--- src/rtl/sensor_collector_pkg.sv ---
// sensor_collector_pkg: shared temperature constants, the collector FSM
// encoding and the reading range helper used by the optional range check.
package sensor_collector_pkg;

  localparam int TEMP_WIDTH = 8;
  localparam int S_NR       = 3;
  localparam logic [TEMP_WIDTH-1:0] T_MIN = TEMP_WIDTH'(20);
  localparam logic [TEMP_WIDTH-1:0] T_MAX = TEMP_WIDTH'(40);

  // Sensor index width and the index of the last sensor in a scan.
  localparam int SEL_W = $clog2(S_NR);
  localparam logic [SEL_W-1:0] LAST_SEL = SEL_W'(S_NR - 1);

  typedef enum logic [1:0] {
    ST_IDLE = 2'd0,
    ST_REQ  = 2'd1,
    ST_NEXT = 2'd2,
    ST_DONE = 2'd3
  } state_t;

  // True when a reading lies inside the inclusive [T_MIN, T_MAX] window.
  function automatic logic in_range(input logic [TEMP_WIDTH-1:0] t);
    return (t >= T_MIN) && (t <= T_MAX);
  endfunction

endpackage

--- src/rtl/sensor_poll_timer.sv ---
// sensor_poll_timer: counts cycles spent waiting for a sensor acknowledge and
// flags the last allowed waiting cycle. clr_i holds the count at zero, so the
// count restarts from zero on every entry into the waiting state.
module sensor_poll_timer #(
  parameter int TIMEOUT_CYCLES = 8
) (
  input  logic clk_i,
  input  logic rst_i,
  input  logic clr_i,
  output logic expired_o
);

  // Count value seen during the TIMEOUT_CYCLES-th waiting cycle.
  localparam logic [7:0] LIMIT = 8'(TIMEOUT_CYCLES - 1);

  logic [7:0] count_r;

  // Wait counter: cleared outside the waiting state, saturates at the limit.
  always_ff @(posedge clk_i) begin
    if (rst_i) begin
      count_r <= 8'd0;
    end else if (clr_i) begin
      count_r <= 8'd0;
    end else if (count_r != LIMIT) begin
      count_r <= count_r + 8'd1;
    end else begin
      count_r <= count_r;
    end
  end

  assign expired_o = (count_r == LIMIT) && !clr_i;

endmodule

--- src/rtl/sensor_collector.sv ---
// sensor_collector: polls S_NR temperature sensors one after another, stages
// each reading (or a zeroed, invalid slot on timeout) and publishes the whole
// frame atomically with a one-cycle frame_valid_o pulse.
// Optional feature macro: SENSOR_RANGE_CHECK_EN -- acknowledged readings
// outside [T_MIN, T_MAX] are stored but marked invalid.
module sensor_collector
  import sensor_collector_pkg::*;
#(
  parameter int TIMEOUT_CYCLES = 8
) (
  input  logic                         clk_i,
  input  logic                         rst_i,
  input  logic                         start_i,
  output logic [SEL_W-1:0]             sens_sel_o,
  output logic                         sens_req_o,
  input  logic                         sens_ack_i,
  input  logic [TEMP_WIDTH-1:0]        sens_data_i,
  output logic [S_NR*TEMP_WIDTH-1:0]   sensors_data_o,
  output logic [S_NR-1:0]              sensors_en_o,
  output logic                         frame_valid_o,
  output logic                         busy_o
);

  state_t                       state_r;
  state_t                       state_s;
  logic [SEL_W-1:0]             sel_r;
  logic [SEL_W-1:0]             sel_s;
  logic                         expired_s;
  logic                         ack_take_s;
  logic                         timeout_s;
  logic                         ack_en_s;
  logic                         publish_s;
  logic [S_NR*TEMP_WIDTH-1:0]   stage_data_r;
  logic [S_NR-1:0]              stage_en_r;

  sensor_poll_timer #(
    .TIMEOUT_CYCLES(TIMEOUT_CYCLES)
  ) u_timer (
    .clk_i    (clk_i),
    .rst_i    (rst_i),
    .clr_i    (state_r != ST_REQ),
    .expired_o(expired_s)
  );

  // An ack on the last allowed cycle wins over the timeout.
  assign ack_take_s = (state_r == ST_REQ) && sens_ack_i;
  assign timeout_s  = (state_r == ST_REQ) && !sens_ack_i && expired_s;
  assign publish_s  = (state_r == ST_NEXT) && (state_s == ST_DONE);
  assign sens_sel_o = sel_r;

`ifdef SENSOR_RANGE_CHECK_EN
  assign ack_en_s = in_range(sens_data_i);
`else
  assign ack_en_s = 1'b1;
`endif

  // Next-state and next-select logic for the scan sequencer.
  always_comb begin
    state_s = state_r;
    sel_s   = sel_r;
    case (state_r)
      ST_IDLE: begin
        if (start_i) begin
          state_s = ST_REQ;
          sel_s   = {SEL_W{1'b0}};
        end else begin
          state_s = ST_IDLE;
        end
      end
      ST_REQ: begin
        if (sens_ack_i || expired_s) begin
          state_s = ST_NEXT;
        end else begin
          state_s = ST_REQ;
        end
      end
      ST_NEXT: begin
        if (sel_r < LAST_SEL) begin
          state_s = ST_REQ;
          sel_s   = sel_r + SEL_W'(1);
        end else begin
          state_s = ST_DONE;
        end
      end
      ST_DONE: begin
        state_s = ST_IDLE;
      end
      default: begin
        state_s = ST_IDLE;
        sel_s   = {SEL_W{1'b0}};
      end
    endcase
  end

  // State, select and the per-state control outputs, all registered.
  always_ff @(posedge clk_i) begin
    if (rst_i) begin
      state_r       <= ST_IDLE;
      sel_r         <= {SEL_W{1'b0}};
      sens_req_o    <= 1'b0;
      frame_valid_o <= 1'b0;
      busy_o        <= 1'b0;
    end else begin
      state_r       <= state_s;
      sel_r         <= sel_s;
      sens_req_o    <= (state_s == ST_REQ);
      frame_valid_o <= (state_s == ST_DONE);
      busy_o        <= (state_s != ST_IDLE);
    end
  end

  // Staging slots: capture an acknowledged reading or clear the slot on timeout.
  always_ff @(posedge clk_i) begin
    if (rst_i) begin
      stage_data_r <= {(S_NR*TEMP_WIDTH){1'b0}};
      stage_en_r   <= {S_NR{1'b0}};
    end else begin
      for (int i = 0; i < S_NR; i++) begin
        if (sel_r == SEL_W'(i)) begin
          if (ack_take_s) begin
            stage_data_r[i*TEMP_WIDTH +: TEMP_WIDTH] <= sens_data_i;
            stage_en_r[i]                            <= ack_en_s;
          end else if (timeout_s) begin
            stage_data_r[i*TEMP_WIDTH +: TEMP_WIDTH] <= {TEMP_WIDTH{1'b0}};
            stage_en_r[i]                            <= 1'b0;
          end else begin
            stage_data_r[i*TEMP_WIDTH +: TEMP_WIDTH] <= stage_data_r[i*TEMP_WIDTH +: TEMP_WIDTH];
            stage_en_r[i]                            <= stage_en_r[i];
          end
        end
      end
    end
  end

  // Published frame: copied from staging only on the edge that enters DONE.
  always_ff @(posedge clk_i) begin
    if (rst_i) begin
      sensors_data_o <= {(S_NR*TEMP_WIDTH){1'b0}};
      sensors_en_o   <= {S_NR{1'b0}};
    end else if (publish_s) begin
      sensors_data_o <= stage_data_r;
      sensors_en_o   <= stage_en_r;
    end else begin
      sensors_data_o <= sensors_data_o;
      sensors_en_o   <= sensors_en_o;
    end
  end

endmodule

--- config.mk ---
export PLATFORM = sky130hd
export DESIGN_NAME = sensor_collector
export DESIGN_NICKNAME = d
export VERILOG_FILES = /design/src/rtl/sensor_collector_pkg.sv /design/src/rtl/sensor_poll_timer.sv /design/src/rtl/sensor_collector.sv
export SDC_FILE = /design/constraint.sdc
export NUM_CORES = 1
export LEC_CHECK = 0
export BUFFER_PORTS_ARGS = -buffer_cell sky130_fd_sc_hd__buf_2
export CAP_MARGIN = 10
export CORE_UTILIZATION = 30
export DETAILED_ROUTE_END_ITERATION = 10
export SYNTH_ARGS = -nofsm -noshare
export SYNTH_HDL_FRONTEND = slang
export SYNTH_SLANG_ARGS = --single-unit
--- constraint.sdc ---
create_clock -name clk_i -period 1.7 [get_ports clk_i]
set_input_delay 0 -clock clk_i [delete_from_list [all_inputs] [get_ports clk_i]]
set_output_delay 0 -clock clk_i [all_outputs]
set_load 0.05 [all_outputs]
==> metrics.yaml <==
slew_violations: 0
rsz0062_at_grt: "false"
cts-root-buf: "clkbuf_8"
status: "finished clean"
post-place-ws_ns: 0.0997
end_kind: "flop"
finalHoldViolCount: 0
dr_total_vias: 2431
clock_latency_ns: 0.35
critPathBufInv: 0
cts.sinks: 69
critPathMaxFanout: 6
io_pins: 44
layout-drive-gt1-share_pct: 20.9
htreeDepth: 3
clock_skew_ns: 0.0110
synth-main-ff-cell: "dfxtp_1"
clkPwrFrac_pct: 48.1
grt_max_degree: 53
placed_area_sq_um: 3330
hp-class: "input port to flop"
syn_inst: 328
grt_pass1_wl_mm: 11.5
finalCriticalPeriod_ns: 1.56
critPathArrivalTime_ns: 1.76
critPathTopFamily: "compound AO/OA/AOI/OAI gates"
leakagePower_nw: 1.30
cpPeakStageDelay_ns: 0.41
ir_drop_uv: 362
cap_viol_max_count: 0
area_delta_synth_final_pct: 21.8
die_w_um: 101
yosysWarnings: 0
antenna_found_initial: 0
async_flop_share_pct: 0
p_per_area_nw_per_um2: 1010
grt_usage_pct: 14.6
ys_types: 40
clock_path_buffers: 2
pwr-share-seq_pct: 46.1
nets: 385
setup_viol: 0
syn-num-nets: 344
critPathKind: "flop to flop"
cts_tree: "yes"
slowest_stage: "dfxtp_1"
start_util_pct: 31.5
worst_pin_slew_ns: 0.345
gr-total-overflow: 0
diodes: 0
post-route-period-util_pct: 91.6
netSwitchingFraction_pct: 21.5
synth_largest_area_cell: "dfxtp_1"
fp.dieH_um: 101
antenna_left: 0
syn_area_sq_um: 2960
fin_ws_ns: 0.143
cts_buffers: 9
drcViolationCount: 0
fp.dieArea_sq_um: 10300
synthTopCellsByArea: "dfxtp_1 47%, mux2i_1 8.8%, nand2_1 7.5%"
fin_setup_tns_ns: 0
wl_per_cell_um: 14.0
cts_setup_buffers: 0
postLayoutCellArea_sq_um: 3600
avgSynthCellArea_sq_um: 9.01
worstPathRequired_ns: 1.91
ys_seq_area_share_pct: 46.7
combPwrFrac_pct: 5.8
dp_hpwl_mm: 4.79
grt_pass1_vias: 2265
drt_pass1_iterations: 4
routed_wl_mm: 7.03
internal_power_mw: 2.84
path_cells: "ha_1 > nand4bb_2 > o21ai_0 > o32ai_1"
clk_pin_slew_ns: 0.07
num_rows: 35
viasPerCell: 4.84
fmax_mhz: 642
core_sq_um: 9370
yosysTopAreaCellShare_pct: 46.7
netSwitchingPower_uw: 778
gp_congestion: 0.759
maxSlewHeadroom_pct: 76.8
start_kind: "flop"
synth_edf_count: 0
synth_seq_cells: 69
portBuffers: 43
initialDrtViolationCount: 79
[placed cells by master (no fill, tap or decap), drive strengths merged, types with 9 or more instances in the layout]
cell | synthesis | layout
and2 | 9 | 9
a21oi | 37 | 37
buf | 14 | 55
o21ai | 9 | 9
dfxtp | 69 | 69
nand3b | 25 | 25
mux2i | 26 | 26
nand2 | 59 | 59
o22ai | 25 | 25
clkbuf | 11 | 9
[layer usage]
layer / track usage (%) / up-vias / wire length (um)
met5: 0 / - / 0
li1: - / 1240 / -
met1: 20.7 / 1115 / 3530
met4: 7.92 / 0 / 159
met2: 20.8 / 65 / 3040
met3: 2.90 / 11 / 299
[worst reg2reg max path: stages, from the launching register on]
cell	delay, ns
dfxtp_1	0.41
ha_1	0.30
nand4bb_2	0.22
o21ai_0	0.36
o32ai_1	0.14
[sequential cells by signal, summed over array words and instances, names as in the netlist]
register	cells
stage_data_r	24
sensors_data_o	24
sens_req_o	1
u_timer.count_r	8
sens_sel_o	2
frame_valid_o	1
stage_en_r	3
sensors_en_o	3
state_r	2
busy_o	1
[power by group through the flow]
stage / logic (mW) / registers, mW / clock network, mW
2_1_floorplan: 0.134 / 1.72 / 0
6_report: 0.208 / 1.67 / 1.74
3_3_place_gp: 0.205 / 1.71 / 0
3_5_place_dp: 0.208 / 1.71 / 0
5_1_grt: 0.228 / 1.67 / 1.85
4_1_cts: 0.209 / 1.67 / 1.79
[final cells by class]
cell class | instances | area, sq um
clock buffers | 9 | 124
clock inverters | 6 | 136
fillers | 1009 | 5770
inverters | 5 | 18.8
multi-input cells | 229 | 1430
flip-flops and latches | 69 | 1380
well taps | 129 | 161
repair buffers | 55 | 343
[cell families (layout without fill, tap and decap cells)]
group | Yosys count | in the layout | share of synthesized area (%)
fa+ha+maj | 4 | 4 | 1.69
buf+inv | 30 | 75 | 5.04
compound gates | 79 | 79 | 15.3
flops | 69 | 69 | 46.7
xor+xnor | 2 | 2 | 0.593
mux | 26 | 26 | 8.80
simple gates | 118 | 118 | 21.8
[worst paths after layout]
check | from | cells past startpoint | slack, ns | to
max | u_timer.count_r[0] | 4 | 0.14 | sens_req_o
min reg2reg | sensors_data_o[3] | 2 | 0.45 | sensors_data_o[3]
min | rst_i | 2 | 0.03 | sensors_data_o[19]
max reg2reg | u_timer.count_r[0] | 4 | 0.14 | sens_req_o
[repair_timing]
action                                  in CTS  in global routing
endpoints found under the setup margin       0                  9
hold buffers                                 0                  0
gates resized for setup                      0                  3
[Yosys cell counts, types with 2 or more instances]
master,count
nor3_1,2
and3b_1,4
inv_1,4
nand3_1,4
clkbuf_1,11
dfxtp_1,69
mux2i_1,26
ha_1,4
buf_6,2
xor2_1,2
o22ai_1,25
buf_2,8
nand3b_1,24
o21ai_0,8
or3_1,3
a21oi_1,37
buf_4,3
nand2_1,59
nor2_1,2
and2_1,9
a311oi_1,3
[stage by stage]
stage / cells / hold slack (ns) / util [%] / power (mW)
after CTS: 502 / 0.0284 / 38.3 / 3.66
after global placement: 487 / 0.389 / 35.6 / 1.91
final: 502 / 0.0308 / 38.4 / 3.62
after global routing: 502 / 0.0540 / 38.4 / 3.75
after detailed placement: 487 / 0.382 / 35.6 / 1.91
after floorplan: 328 / 0.179 / - / 1.85
Power figures use the tool's default switching activity.
